===== config.mk =====
export PLATFORM = sky130hd
export DESIGN_NAME = bitplane_stream_encoder
export DESIGN_NICKNAME = d
export VERILOG_FILES = /design/src/rtl/bitplane_stream_encoder.sv
export SDC_FILE = /design/constraint.sdc
export NUM_CORES = 1
export LEC_CHECK = 0
export CORE_ASPECT_RATIO = 1.1
export CORE_MARGIN = 8
export CORE_UTILIZATION = 45
export CTS_CLUSTER_DIAMETER = 120
export DETAILED_ROUTE_END_ITERATION = 16
export PLACE_DENSITY = 0.74
export SLEW_MARGIN = 30
export SYNTH_ARGS = -nofsm -noshare
export SYNTH_HDL_FRONTEND = slang
export SYNTH_SLANG_ARGS = --single-unit

===== constraint.sdc =====
create_clock -name clk -period 5.78 [get_ports clk]
set_clock_uncertainty 0.2 [all_clocks]
set_input_delay 1.156 -clock clk [delete_from_list [all_inputs] [get_ports clk]]
set_output_delay 1.156 -clock clk [all_outputs]
set_load 0.1 [all_outputs]

===== src/rtl/bitplane_stream_encoder.sv =====
// bitplane_stream_encoder: transposes a captured word vector into bit-planes and packs the non-zero ones.
// Optional feature macro BITPLANE_ENC_STATS_EN adds a saturating stat_planes counter output.
module bitplane_stream_encoder #(
    parameter int WORD_W     = 8,
    parameter int N_WORDS    = 16,
    parameter int GROUP_SIZE = 8,
    parameter int MEM_BW     = 128,
    localparam int N_GROUPS  = N_WORDS / GROUP_SIZE,
    localparam int N_PLANES  = N_GROUPS * WORD_W,
    localparam int NPW       = $clog2(N_PLANES + 1)
) (
    input  logic                            clk,
    input  logic                            rst_n,
    input  logic                            in_valid,
    output logic                            in_ready,
    input  logic [N_WORDS-1:0][WORD_W-1:0]  to_encode,
    output logic                            out_valid,
    input  logic                            out_ready,
    output logic [N_PLANES-1:0]             mask,
    output logic [MEM_BW-1:0]               encoded,
    output logic [NPW-1:0]                  n_planes
`ifdef BITPLANE_ENC_STATS_EN
    ,
    output logic [31:0]                     stat_planes
`endif
);
    localparam int BW   = $clog2(WORD_W);
    localparam int GW   = N_GROUPS > 1 ? $clog2(N_GROUPS) : 1;
    localparam int PTRW = $clog2(MEM_BW + 1);

    typedef enum logic [1:0] {IDLE, SCAN, DONE} state_t;

    state_t                          state, state_nx;
    logic [N_WORDS-1:0][WORD_W-1:0]  data;
    logic [NPW-1:0]                  plane_cnt;
    logic [GW-1:0]                   grp;
    logic [BW-1:0]                   bit_idx;
    logic [PTRW-1:0]                 ptr_off;
    logic [N_WORDS-1:0]              col;
    logic [GROUP_SIZE-1:0]           plane_lo, plane_rev;
    logic [N_PLANES-1:0]             mask_bit;
    logic [MEM_BW-1:0]               enc_bits;
    logic                            plane_nz, last_plane, accept;

    assign accept     = in_valid && in_ready;
    assign last_plane = plane_cnt == NPW'(N_PLANES - 1);

    // Current plane: bit column of every word, narrowed to the active group, lowest word at the top.
    always_comb begin
        for (int i = 0; i < N_WORDS; i++) col[i] = data[i][bit_idx];
        plane_lo = GROUP_SIZE'(col >> (int'(grp) * GROUP_SIZE));
        for (int k = 0; k < GROUP_SIZE; k++) plane_rev[GROUP_SIZE-1-k] = plane_lo[k];
        plane_nz = |plane_rev;
        mask_bit = N_PLANES'(1) << ((N_GROUPS - 1 - int'(grp)) * WORD_W + int'(bit_idx));
        enc_bits = (MEM_BW'(plane_rev) << (MEM_BW - GROUP_SIZE)) >> ptr_off;
    end

    // State register.
    always_ff @(posedge clk) begin
        if (!rst_n) state <= IDLE;
        else        state <= state_nx;
    end

    // Next state: accept wins, the scan ends on the last plane, results leave on out_ready.
    always_comb begin
        state_nx = accept                         ? SCAN :
                   (state == SCAN && last_plane)  ? DONE :
                   (state == DONE && out_ready)   ? IDLE : state;
    end

    // Handshake outputs decoded from the state.
    always_comb begin
        in_ready  = state == IDLE || (state == DONE && out_ready);
        out_valid = state == DONE;
    end

    // Datapath: capture on accept, then fold one plane per SCAN cycle into the results.
    always_ff @(posedge clk) begin
        if (!rst_n) begin
            data      <= '0;
            mask      <= '0;
            encoded   <= '0;
            n_planes  <= '0;
            ptr_off   <= '0;
            plane_cnt <= '0;
            grp       <= '0;
            bit_idx   <= BW'(WORD_W - 1);
        end else if (accept) begin
            data      <= to_encode;
            mask      <= '0;
            encoded   <= '0;
            n_planes  <= '0;
            ptr_off   <= '0;
            plane_cnt <= '0;
            grp       <= '0;
            bit_idx   <= BW'(WORD_W - 1);
        end else if (state == SCAN) begin
            plane_cnt <= plane_cnt + 1'b1;
            bit_idx   <= bit_idx == '0 ? BW'(WORD_W - 1) : bit_idx - 1'b1;
            grp       <= bit_idx == '0 ? grp + 1'b1 : grp;
            if (plane_nz) begin
                mask     <= mask | mask_bit;
                encoded  <= encoded | enc_bits;
                ptr_off  <= ptr_off + PTRW'(GROUP_SIZE);
                n_planes <= n_planes + 1'b1;
            end
        end
    end

`ifdef BITPLANE_ENC_STATS_EN
    logic [32:0] stat_sum;

    assign stat_sum = {1'b0, stat_planes} + 33'(n_planes);

    // Running total of emitted non-zero planes, pinned at all-ones once it would overflow.
    always_ff @(posedge clk) begin
        if (!rst_n)                      stat_planes <= '0;
        else if (out_valid && out_ready) stat_planes <= stat_sum[32] ? '1 : stat_sum[31:0];
    end
`endif

endmodule


Word level (Yosys, flattened, before mapping)
Index checks and enable logic that the tools add are counted.
- bits in registers: 296
- bits in latches: 0
- RAM bits: 0
- bits in read-only memories: 0
- input port bits: 132
- output and inout bits: 151
- word-level logic and storage cells: 90
- memories: 0
- add/sub/neg operators: 7
- $mul: 0
- divide/modulo/power cells: 0
- order comparisons: 1
- equal/unequal tests: 3
- shift operators: 3
- mux-type cells: 36
- bitwise operators: 3
- reduce and logical (&&, ||, !) cells: 12
- operator list (cell ; number):
    $or 128x128->128 ; 1
    $shr 128x8->128 ; 1
    $bmux 1 s3 ; 16
    $shl 1x32->16 const A ; 1
    $mux 1 ; 17
    $or 16x16->16 ; 1
    $shr 16x4->8 ; 1
    $add 5x1->5 const B ; 2
    $add 8x4->8 const B ; 1
    $reduce_or 8->1 ; 1
    $add 5x4->6 ; 1
    $eq 5x4->1 const B ; 1
    $lt 3x4->1 const B ; 1
    $mux 2 ; 2
    $reduce_and 2->1 ; 2
    $logic_and 1x1->1 ; 3
    $logic_not 3->1 ; 1
    $mux 3 ; 1
    $reduce_bool 3->1 ; 1
    $sub 3x1->3 const B ; 1
    $eq 2x1->1 const B ; 1
    $eq 2x2->1 const B ; 1
    $logic_not 2->1 ; 1
    $reduce_bool 2->1 ; 1
    other kinds (5) ; 5

Logic depth before layout (Yosys ltp)
- depth in word-level cells: 5
- depth in mapped cells: 11
- gate-level depth less buffers: 7

Least setup slack after synthesis
No wires, ideal clock.
- kind: input to register
- start point: input port out_ready
- end point: register encoded[61]
- setup time: 0.118 ns
- arrival: 4.131 ns
- data required time: 5.462 ns
- setup slack: 1.332 ns
- stages on the path: 8
- path buffers: 3
- path through: inv_1 -> a21oi_1 -> nand2_1 -> and2_1 -> clkbuf_1 -> clkbuf_1 -> buf_1 -> a22o_1
- longest elaborated chain between the ends: 4
- RTL lines (what ; RTL line ; source):
    start: declaration ; 18 ; input logic out_ready,
    $logic_and 1x1->1 ; 73 ; in_ready = state == IDLE || (state == DONE && out_ready);
    $logic_or 1x1->1 ; 73 ;
    via in_ready ; 15 ; output logic in_ready,
    $logic_and 1x1->1 ; 45 ; assign accept = in_valid && in_ready;
    $reduce_or 2->1 (no line) ; n/a ;
    end signal: assignment ; 103 ; encoded <= encoded | enc_bits;
    end: declaration ; 20 ; output logic [MEM_BW-1:0] encoded,
The timed path passes the listed nets, and every way through them passes these cells.
A chain may end at the register's enable or synchronous reset.

Final worst setup path
- start point: register bit_idx[0]
- end point: register encoded[53]
- longest elaborated chain between the ends: 5
- elaborated cells on any way between the ends: 37
- those cells by class: shift (2); mux (32); bitwise (1); reduce/logical (2)
- RTL lines (what ; RTL line ; source):
    start: declaration ; 37 ; logic [BW-1:0] bit_idx;
    start signal: assignment ; 87 ; bit_idx <= BW'(WORD_W - 1);
    start signal: assignment ; 96 ; bit_idx <= BW'(WORD_W - 1);
    start signal: assignment ; 99 ; bit_idx <= bit_idx == '0 ? BW'(WORD_W - 1) : bit_idx - 1'b1;
    $bmux 1 s3 ; 50 ; for (int i = 0; i < N_WORDS; i++) col[i] = data[i][bit_idx];
    $mux 1 (not written as such) ; 50 ;
    $shr 16x4->8 (*) ; 51 ; plane_lo = GROUP_SIZE'(col >> (int'(grp) * GROUP_SIZE));
    $shr 128x8->128 / $reduce_or 8->1 (equally long branches) ; 55, 53 ;
    $or 128x128->128 / $reduce_and 2->1 (equally long branches) ; n/a ;
Mark *: on every way between the ends. The rest lies on a longest branch, timed or not. The select of a mux whose other input is x is not followed.

==> qor.csv <==
metric,value,unit
status,completed,
rsz0062_at_grt,no,
drv_slew,0,
grt_pass1_wl,51300,um
gp_congestion,0.7982,
vias,9509,
cts.sinks,293,
drt_pass1_iterations,5,
async_flop_share,0,%
area_growth,35.12,%
p_switching,0.001020,W
remaining_drc_errors,0,
track_usage,20.25,%
clkSlewWorstSetupHoldPaths,0.06,ns
seqCellArea,0.005868,mm^2
place_area,0.01434,mm^2
setup_violations,0,
io_buffers,282,
clk_path_buf_depth,3,
antenna_found_initial,0,
power.density,296.1,mW/mm^2
vdd_ir_drop_max,0.1764,mV
mostFrequentLayoutCells,"nand2_1, dfxtp_1, clkdlybuf4s50_1",
grt_max_degree,132,
multi_input_area,0.005141,mm^2
maxCapViolations,0,
drt-total-wl,32050,um
die_area,0.03067,mm^2
ys_ff_latch,293,
cts-root-buf,clkbuf_16,
holdPathStages,2,
die_y,182.9,um
numCtsBuffers,29,
r2r_cells,8,
worst_skew_pair.late_latency,0.54,ns
fillers,2145,
ys_warn_count,0,
wl_per_cell,18.01,um
ios,283,
postRouteAntennaNets,0,
hp-class,reg -> reg,
ys.flop_type,dfxtp_1,
post-dp-hpwl,22920,um
n_antenna_cell,0,
synth_nets,1347,
avgSynthCellArea,9.445,um^2
cp-end-kind,flop,
combPwrFrac,8.7,%
switching_share,22.38,%
core,0.02511,mm^2
period_share,75.35,%
dr_wl_met3,2517,um
finish.net_count,1584,
post_cts_resize_count,0,
r2r_end,encoded[53],
drive_gt1_share,6.762,%
power.leakage,5.734,nW
path_max_fanout,26,
arrival,4.58,ns
layout_min_cycle_time,4.355,ns
fin_setup_tns,0,ns
drtIter0Drc,563,
crit_type,reg -> reg,
gr-total-overflow,0,
synth_area,0.01139,mm^2
seq_area_frac_synth,51.49,%
fin_util,61.29,%
die_x,167.7,um
dr_wl_met2,15220,um
seqPwrFrac,46.4,%
cts_tree,done,
synth-edff-count,0,
m1WireLength,13630,um
post_cts.repair.setup_buffers,0,
holdPathEnd,mask[0],
r2r-start,bit_idx[0],
postCtsHoldBufs,0,
crit_required,6.00,ns
reg2reg_slack,1.42,ns
worstSetupStartpointType,flop,
hold_start,mask[0],
finalHoldViolations,0,
clockPowerShare,44.9,%
fmax,229.6,MHz
yosysUniqueCellTypes,45,
start_util,45.36,%
whs,0.2546,ns
mostFrequentLayoutCell,nand2_1,
p_int,0.003537,W
worst_pin_slew,1.035,ns
final_area,0.01539,mm^2
timing.slew.headroom,30.81,%
rows,61,
syn_inst,1206,
highest_layer,met4,
viasPerCell,5.345,
cts_htree_levels,1,
grt_pass1_vias,9615,
-- through the flow --
stage | total power, W | worst slack (ns) | cells
after floorplan | 0.002387 | 1.332 | 1206
after detailed placement | 0.002557 | 1.328 | 1727
after CTS | 0.004599 | 1.354 | 1779
final | 0.004557 | 1.425 | 1779
after global placement | 0.002548 | 1.227 | 1727
after global routing | 0.004723 | 1.115 | 1779
-- synth_stat cells, drive strengths merged (3+ instances only) --
cell / n / area, um^2
a21o: 4 / 30.03
and3: 7 / 43.79
clkbuf: 75 / 281.5
mux4: 34 / 807.0
a21oi: 28 / 140.1
and2: 7 / 43.79
xnor2: 3 / 26.28
o21ai: 54 / 270.3
nand3: 19 / 95.09
nand2: 332 / 1246
inv: 12 / 45.04
ha: 9 / 112.6
nor2: 59 / 221.5
a22o: 80 / 700.7
a22oi: 8 / 60.06
a21boi: 129 / 968.4
xor2: 3 / 26.28
buf: 11 / 86.33
nand2b: 6 / 37.54
nor2b: 6 / 37.54
nor3: 5 / 25.02
dfxtp: 293 / 5866
-- worst max-delay path, stage by stage (launching register included) --
cell and delay (ns):
dfxtp_2 0.73, buf_4 0.43, mux4_1 0.58, o21ai_0 0.21, inv_1 0.08, a2111oi_1 0.58
a41oi_4 0.45, and3b_1 0.63, a22o_1 0.32
-- sequential cells by signal, summed over array words and instances, names as in the netlist --
name,flops
encoded,128
n_planes,5
grp,1
state,2
bit_idx,3
mask,16
ptr_off,5
data,128
plane_cnt,5
-- power by group through the flow --
stage | Sequential [W] | Combinational (W) | Clock (W)
floorplan | 0.00216 | 0.000227 | 0
CTS | 0.00211 | 0.000400 | 0.00208
global route | 0.00212 | 0.000433 | 0.00217
detailed placement | 0.00216 | 0.000397 | 0
global placement | 0.00216 | 0.000391 | 0
finish | 0.00211 | 0.000395 | 0.00205
-- how the worst max path moves through the flow --
stage / slack [ns] / depth (start not counted) / start / end
final: 1.42 / 8 / bit_idx[0] / encoded[53]
after floorplan: 1.33 / 8 / out_ready / encoded[61]
after global placement: 1.23 / 8 / bit_idx[0] / encoded[48]
after global routing: 1.12 / 8 / bit_idx[0] / encoded[48]
after detailed placement: 1.33 / 7 / out_ready / encoded[103]
after CTS: 1.35 / 8 / bit_idx[0] / encoded[53]
-- routing by layer --
| metal | up-vias | GRT usage [%] |
|---|---|---|
| li1 | 4645 | - |
| met1 | 4483 | 25.09 |
| met2 | 329 | 34.79 |
| met3 | 52 | 5.074 |
| met4 | 0 | 5.147 |
| met5 | - | 0 |
-- final cells by class --
| type | instances | area share, % |
|---|---|---|
| sequential | 293 | 38.13 |
| multi-input combinational | 815 | 33.40 |
| timing repair buffer | 292 | 18.77 |
| clock buffer | 42 | 5.487 |
| tap | 315 | 2.561 |
| clock inverter | 10 | 1.358 |
| inverter | 12 | 0.2927 |
-- kinds of logic (layout without fill, tap and decap cells) --
kind of cell / Yosys count / after routing / share of synthesized area [%]
compound gates: 315 / 315 / 20.32
xor+xnor: 6 / 6 / 0.4614
fa+ha+maj: 9 / 9 / 0.9886
buf+inv: 98 / 356 / 3.625
flops: 293 / 293 / 51.49
mux: 34 / 34 / 7.085
simple gates: 451 / 451 / 16.03
Note: power is estimated with default switching activity, not from simulation.
